File: src/rtl/imm_gen_unit.sv
// Pipelined immediate generator: extracts an IR field, applies an extension mode or joins it
// with a latched prefix, and registers the result behind a valid/ready handshake.
module imm_gen_unit #(
    parameter int IR_W    = 32,
    parameter int DATA_W  = 32,
    parameter int IMM_W   = 16,
    parameter int IMM_LSB = 6
) (
    input  logic              clk,
    input  logic              rst_n,
    input  logic              in_valid,
    output logic              in_ready,
    input  logic [IR_W-1:0]   ir,
    input  logic [2:0]        ext_mode,
    input  logic              prefix,
    input  logic              flush,
    output logic              out_valid,
    input  logic              out_ready,
    output logic [DATA_W-1:0] imm_out,
    output logic              mode_err,
    output logic              prefix_pending
);

    typedef enum logic {
        IDLE     = 1'b0,
        PREFIXED = 1'b1
    } state_t;

    state_t             state;
    logic [IMM_W-1:0]   prefix_reg;
    logic [IMM_W-1:0]   field_p0;
    logic [DATA_W-1:0]  result_p0;
    logic               err_p0;
    logic               accept;

    function automatic logic [DATA_W-1:0] sign_ext(input logic [IMM_W-1:0] f);
        return {{(DATA_W-IMM_W){f[IMM_W-1]}}, f};
    endfunction

    function automatic logic [DATA_W-1:0] zero_ext(input logic [IMM_W-1:0] f);
        return {{(DATA_W-IMM_W){1'b0}}, f};
    endfunction

    // Field moved into the upper half; the cast zero-extends or truncates to DATA_W.
    function automatic logic [DATA_W-1:0] high_ext(input logic [IMM_W-1:0] f);
        return DATA_W'({f, {IMM_W{1'b0}}});
    endfunction

    function automatic logic [DATA_W-1:0] branch_ext(input logic [IMM_W-1:0] f);
        return sign_ext(f) << 2;
    endfunction

    function automatic logic [DATA_W-1:0] join_ext(input logic [IMM_W-1:0] p,
                                                   input logic [IMM_W-1:0] f);
        logic signed [2*IMM_W-1:0] joined;
        joined = {p, f};
        return DATA_W'(joined);
    endfunction

    assign in_ready       = !out_valid || out_ready;
    assign accept         = in_valid && in_ready && !flush;
    assign prefix_pending = (state == PREFIXED);
    assign field_p0       = ir[IMM_LSB+IMM_W-1 -: IMM_W];

    // Stage p0: extension datapath, purely from the current instruction and latched prefix.
    always_comb begin
        result_p0 = sign_ext(field_p0);
        err_p0    = 1'b0;
        if (state == PREFIXED) begin
            result_p0 = join_ext(prefix_reg, field_p0);
        end else begin
            case (ext_mode)
                3'd0:    result_p0 = sign_ext(field_p0);
                3'd1:    result_p0 = zero_ext(field_p0);
                3'd2:    result_p0 = high_ext(field_p0);
                3'd3:    result_p0 = branch_ext(field_p0);
                default: begin
                    result_p0 = sign_ext(field_p0);
                    err_p0    = 1'b1;
                end
            endcase
        end
    end

    // Stage p1: output register and prefix FSM.
    always_ff @(posedge clk or negedge rst_n) begin
        if (!rst_n) begin
            state      <= IDLE;
            prefix_reg <= '0;
            out_valid  <= 1'b0;
            imm_out    <= '0;
            mode_err   <= 1'b0;
        end else if (flush) begin
            out_valid <= 1'b0;
            state     <= IDLE;
        end else begin
            if (out_ready) begin
                out_valid <= 1'b0;
            end
            if (accept) begin
                if (prefix) begin
                    prefix_reg <= field_p0;
                    state      <= PREFIXED;
                end else begin
                    out_valid <= 1'b1;
                    imm_out   <= result_p0;
                    mode_err  <= err_p0;
                    state     <= IDLE;
                end
            end
        end
    end

endmodule

File: config.mk
export PLATFORM = sky130hd
export DESIGN_NAME = imm_gen_unit
export DESIGN_NICKNAME = d
export VERILOG_FILES = /design/src/rtl/imm_gen_unit.sv
export SDC_FILE = /design/constraint.sdc
export NUM_CORES = 1
export LEC_CHECK = 0
export ABC_AREA = 1
export CELL_PAD_IN_SITES_DETAIL_PLACEMENT = 1
export CELL_PAD_IN_SITES_GLOBAL_PLACEMENT = 1
export CORE_ASPECT_RATIO = 1.2
export CORE_UTILIZATION = 31
export DETAILED_ROUTE_END_ITERATION = 16
export PLACE_DENSITY = 0.85
export SLEW_MARGIN = 15
export SYNTH_ARGS = -nofsm -noshare
export SYNTH_HDL_FRONTEND = slang
export SYNTH_SLANG_ARGS = --single-unit
File: constraint.sdc
create_clock -name clk -period 1.3 [get_ports clk]
set_input_delay 0.195 -clock clk [delete_from_list [all_inputs] [get_ports clk]]
set_output_delay 0.195 -clock clk [all_outputs]
set_load 0.01 [all_outputs]
; Word level (Yosys, flattened, before mapping)
; Cells that the tools add are included.
[totals]
out_inout_bits = 36
register_bits = 51
in_bits = 41
wordCells = 31
[classes]
eq_ne = 3
muxes = 11
n_reduce_logical = 10
bitwise_logic = 2
[op_table]
columns = op, count
row1 = 32-bit case mux with 3 select lines, 1
row2 = 32-bit 2-to-1 mux, 1
row3 = 1-bit 2-to-1 mux, 9
row4 = "3-bit by 2-bit == test with 1-bit output, second input constant", 2
row5 = 3-bit AND reduction, 2
row6 = 4-bit OR reduction, 1
row7 = "3-bit by 1-bit == test with 1-bit output, second input constant", 1
row8 = 3-bit zero test, 1
row9 = 1-bit logical AND, 2
row10 = 1-bit zero test, 2
row11 = 1-bit inverter, 2
row12 = 2-bit nonzero test, 1
row13 = 1-bit logical OR, 1

; Depth between registers and ports, before layout
[logic_depth]
depth_word = 6
ltp_mapped = 8
mapped_depth_nobuf = 8

; Worst setup path before layout
; Ideal clock, no wire load.
[synth_path]
path_kind = register -> register
startpoint = register out_valid
endpoint = register imm_out[10]
period_less_slack_ps = 1234
stages_incl_launch_ff = 7
setup_ps = 65
path_buffers = 1
path_slack_ps = 66
arrival_ps = 1169
t_required_ps = 1235
cell_sequence = dfrtp_1 nand2_2 nand3_1 nor2_1 buf_2 nand2_1 nand2_1
[synth_between]
elab_chain_cells = 5
[synth_lines]
columns = item, line_no
row1 = start: declaration, 17  ; output logic out_valid,
row2 = start signal: assignment, 90  ; out_valid <= 1'b0;
row3 = start signal: assignment, 94  ; out_valid <= 1'b0;
row4 = start signal: assignment, 98  ; out_valid <= 1'b0;
row5 = 1-bit zero test, 60  ; assign in_ready = !out_valid || out_ready;
row6 = 1-bit logical OR, 60
row7 = via in_ready, 12  ; output logic in_ready,
row8 = 1-bit logical AND (2 in series), 61  ; assign accept = in_valid && in_ready && !flush;
row9 = 3-bit AND reduction (no line), -
row10 = end signal: assignment, 106  ; imm_out <= result_p0;
row11 = end: declaration, 19  ; output logic [DATA_W-1:0] imm_out,
; The timed path passes the listed nets, and every way through them passes these cells.
; A chain may end at the register's enable or synchronous reset.

; Worst setup path after layout
[layout_path]
startpoint = register out_valid
endpoint = register mode_err
[layout_between]
elab_chain_cells = 5
[layout_lines]
columns = item, line_no
row1 = 1-bit zero test, 60
row2 = 1-bit logical OR, 60
row3 = 1-bit logical AND (2 in series), 61
row4 = 3-bit AND reduction (no line), -
row5 = end signal: assignment, 107  ; mode_err <= err_p0;
row6 = end: declaration, 20  ; output logic mode_err,
; No other way between the ends.

==> impl_metrics.ini <==
[synthesis]
avgSynthCellArea_sq_um = 7.43
yosysWarnings = 0
ys_ff_latch = 51
ys.flop_type = dfrtp_1
syn-cell-area_sq_um = 2610
synthArstFlopShare_pct = 100
synth_cells = 352
synth_edf_count = 0
yosys.area.top_type = dfrtp_1
ys_types = 20
yosysSeqAreaShare_pct = 48.8
synthTopCellsByArea = dfrtp_1 49%, nand2_1 19%, nor2_1 7.3%
syn-num-nets = 393
synth.top_cell.area_share_pct = 48.8

[cts]
clkLatencyLatePin_ps = 310
cts-root-buf = clkbuf_8
cts.sinks = 51
h-tree-depth = 2
path_clk_slew_ps = 100
cts_tree = yes
cts_buffers = 5
clockBufferDepth = 2

[routing]
drc = 0
vias = 2681
wirelength_um = 9210
wl_per_cell_um = 16.6
ant_nets = 0
drt-initial-drc-count = 155
top_layer_used = met4
drtPass1Iterations = 4
met1_length_um = 3640
viasPerCell = 4.83
wl_met2_um = 4970
dr_wl_met3_um = 374

[worst_setup_path]
reg2regPathDepth = 5
cp-end-kind = register
crit_fanout = 14
reg2reg_from = out_valid$_DFF_PN0_
critPathCapture = mode_err$_DFFE_PN0P_
r2r-end = mode_err$_DFFE_PN0P_
arrival_ps = 1510
cpLargestDelayFamily = flip-flops
worstSetupPathDepth = 5
reg2reg_slack_ps = -10
crit_path_start_kind = register
crit_chain = nand2_2 -> nand4_1 -> buf_4 -> clkbuf_16 -> o21ai_0
crit_required_ps = 1500
crit_slowest_cell = dfrtp_1
critPathLaunch = out_valid$_DFF_PN0_
worstSetupPathType = register to register
cp_num_buf_inv = 2
slowest_delay_ps = 390

[power_and_ir_drop]
p_leak_uw = 0.00206
power_uw = 4220
peakVddDrop_mv = 0.464
p_per_area_nw_per_um2 = 1110

[grt]
grt_overflow = 0
grt_max_degree = 34
antenna_found_initial = 0
grt_pass1_vias = 2709
grtUsageTotal_pct = 18.8
grt_first_pass_wirelength_um = 12900

[floorplan]
boundaryPins = 77
rows = 36
start_util_pct = 32.1
die_w_um = 85.8
core_area_sq_um = 8150
dieArea_sq_um = 8800
die_y_um = 103

[placement]
place_ws_ps = -352
port_buffers = 60
dp.final_hpwl_um = 5810
gp_congestion = 0.816

[final_layout]
diodes = 0
drive_gt1_share_pct = 19.3
largest_register_ffs = 32
final_nets = 481
syn_to_final_growth_pct = 45.5

[sta]
rsz0062_at_grt = yes
hold_violations = 0
fin_ws_ps = -13.7
report.final.slew_viol_count = 0
tightestPinTransition_ps = 391
skew_ps = 8.00
period_share_pct = 101
setup_viol = 1
slew_headroom_pct = 73.9
setup-tns-final_ps = -13.7
period_minus_slack_ps = 1310
fin_hold_ws_ps = 341
fmax_mhz = 761

[status]
failed_checks = setup timing
outcome = finished, violations left

[flow_run]
cap_violations = 0

[min_path]
hold_class = input pin to async pin
[report_power, final]
group | internal [uW] | total (uW) | switching, uW | leakage (uW)
Combinational | 586 | 1280 | 690 | 0.00138
Clock | 378 | 919 | 541 | 0.0000412
Sequential | 1860 | 2020 | 163 | 0.000634
Total | 2830 | 4220 | 1390 | 0.00206
[synth_stat cells (3+ instances only)]
cell and instances:
inv_1 29, nand2_1 134, clkbuf_1 3, o21ai_2 10, a21oi_1 3, nand4_1 6
nand3_1 5, buf_2 7, o21ai_0 25, dfrtp_1 51, nor2_1 51, inv_2 5
nand2_2 13
[routing by layer]
metal | track usage [%] | up-vias
li1 | - | 1250
met1 | 21.5 | 1333
met2 | 37.1 | 78
met3 | 2.48 | 20
met4 | 3.85 | 0
met5 | 0 | -
[final cells by class]
type	instances	area, sq um
Fill cell	1038	4350
Sequential cell	51	1280
Multi-Input combinational cell	253	1190
Timing Repair Buffer	95	976
Tap cell	114	143
Inverter	34	135
Clock buffer	6	72.6
Clock inverter	2	12.5
[cells by family (layout without fill, tap and decap cells)]
| kind of cell | Yosys count | count (layout) | share of synthesized area (%) |
|---|---|---|---|
| AOI/OAI and AO/OA | 39 | 39 | 9.00 |
| buffers and inverters | 48 | 137 | 8.23 |
| DFF | 51 | 51 | 48.8 |
| and+or+nand+nor | 214 | 214 | 33.9 |
[repair_timing]
item                                   CTS  global route
hold buffers                             1             0
cloned                                   0             4
pin swaps                                2             5
setup buffers                            1             7
resized for setup                       41            30
setup endpoints to repair               46            39
endpoints found under the hold margin   11             0
[placed cells by master (no fill, tap or decap)]
cell type,netlist,final
nand3_4,0,3
a21oi_1,3,3
dfrtp_2,0,1
clkbuf_2,0,1
clkbuf_8,0,5
dlygate4sd3_1,0,1
buf_4,2,20
clkinv_2,0,1
a22oi_1,1,1
o21ai_2,10,10
inv_4,0,1
o21ai_4,0,1
clkbuf_16,0,4
dfrtp_1,51,50
o21ai_1,0,4
nor2_4,2,2
inv_6,0,1
nand2_1,134,130
nor2_2,1,3
dlymetal6s2s_1,0,2
buf_2,7,1
inv_1,29,29
nand2_4,0,2
nor2_1,51,49
clkdlybuf4s50_1,0,20
clkinvlp_4,0,1
nand4_1,6,6
o21ai_0,25,20
nand2_2,13,15
inv_2,5,3
dlygate4sd2_1,0,36
nand3_1,5,4
clkbuf_1,3,1
buf_6,1,4
buf_12,0,6
[worst register-to-register path: stages (launching register included)]
cell       delay (ps)
dfrtp_1           390
nand2_2           110
nand4_1           100
buf_4             190
clkbuf_16         180
o21ai_0           250
[per-stage QoR]
stage	util, %	area (sq um)	cells
after floorplan	-	2610	352
after global placement	43.1	3510	535
after detailed placement	43.1	3510	535
after CTS	44.0	3590	545
after global routing	46.6	3800	555
final	46.6	3800	555
[worst min-delay path by stage]
stage	endpoint	slack (ps)	cells after the start
finish	imm_out[2]$_DFFE_PN0P_	340	2
global route	imm_out[4]$_DFFE_PN0P_	380	2
CTS	imm_out[2]$_DFFE_PN0P_	330	2
detailed placement	imm_out[5]$_DFFE_PN0P_	140	1
global placement	imm_out[5]$_DFFE_PN0P_	140	1
floorplan	imm_out[0]$_DFFE_PN0P_	-100	0
Note: power is estimated with default switching activity, not from simulation.
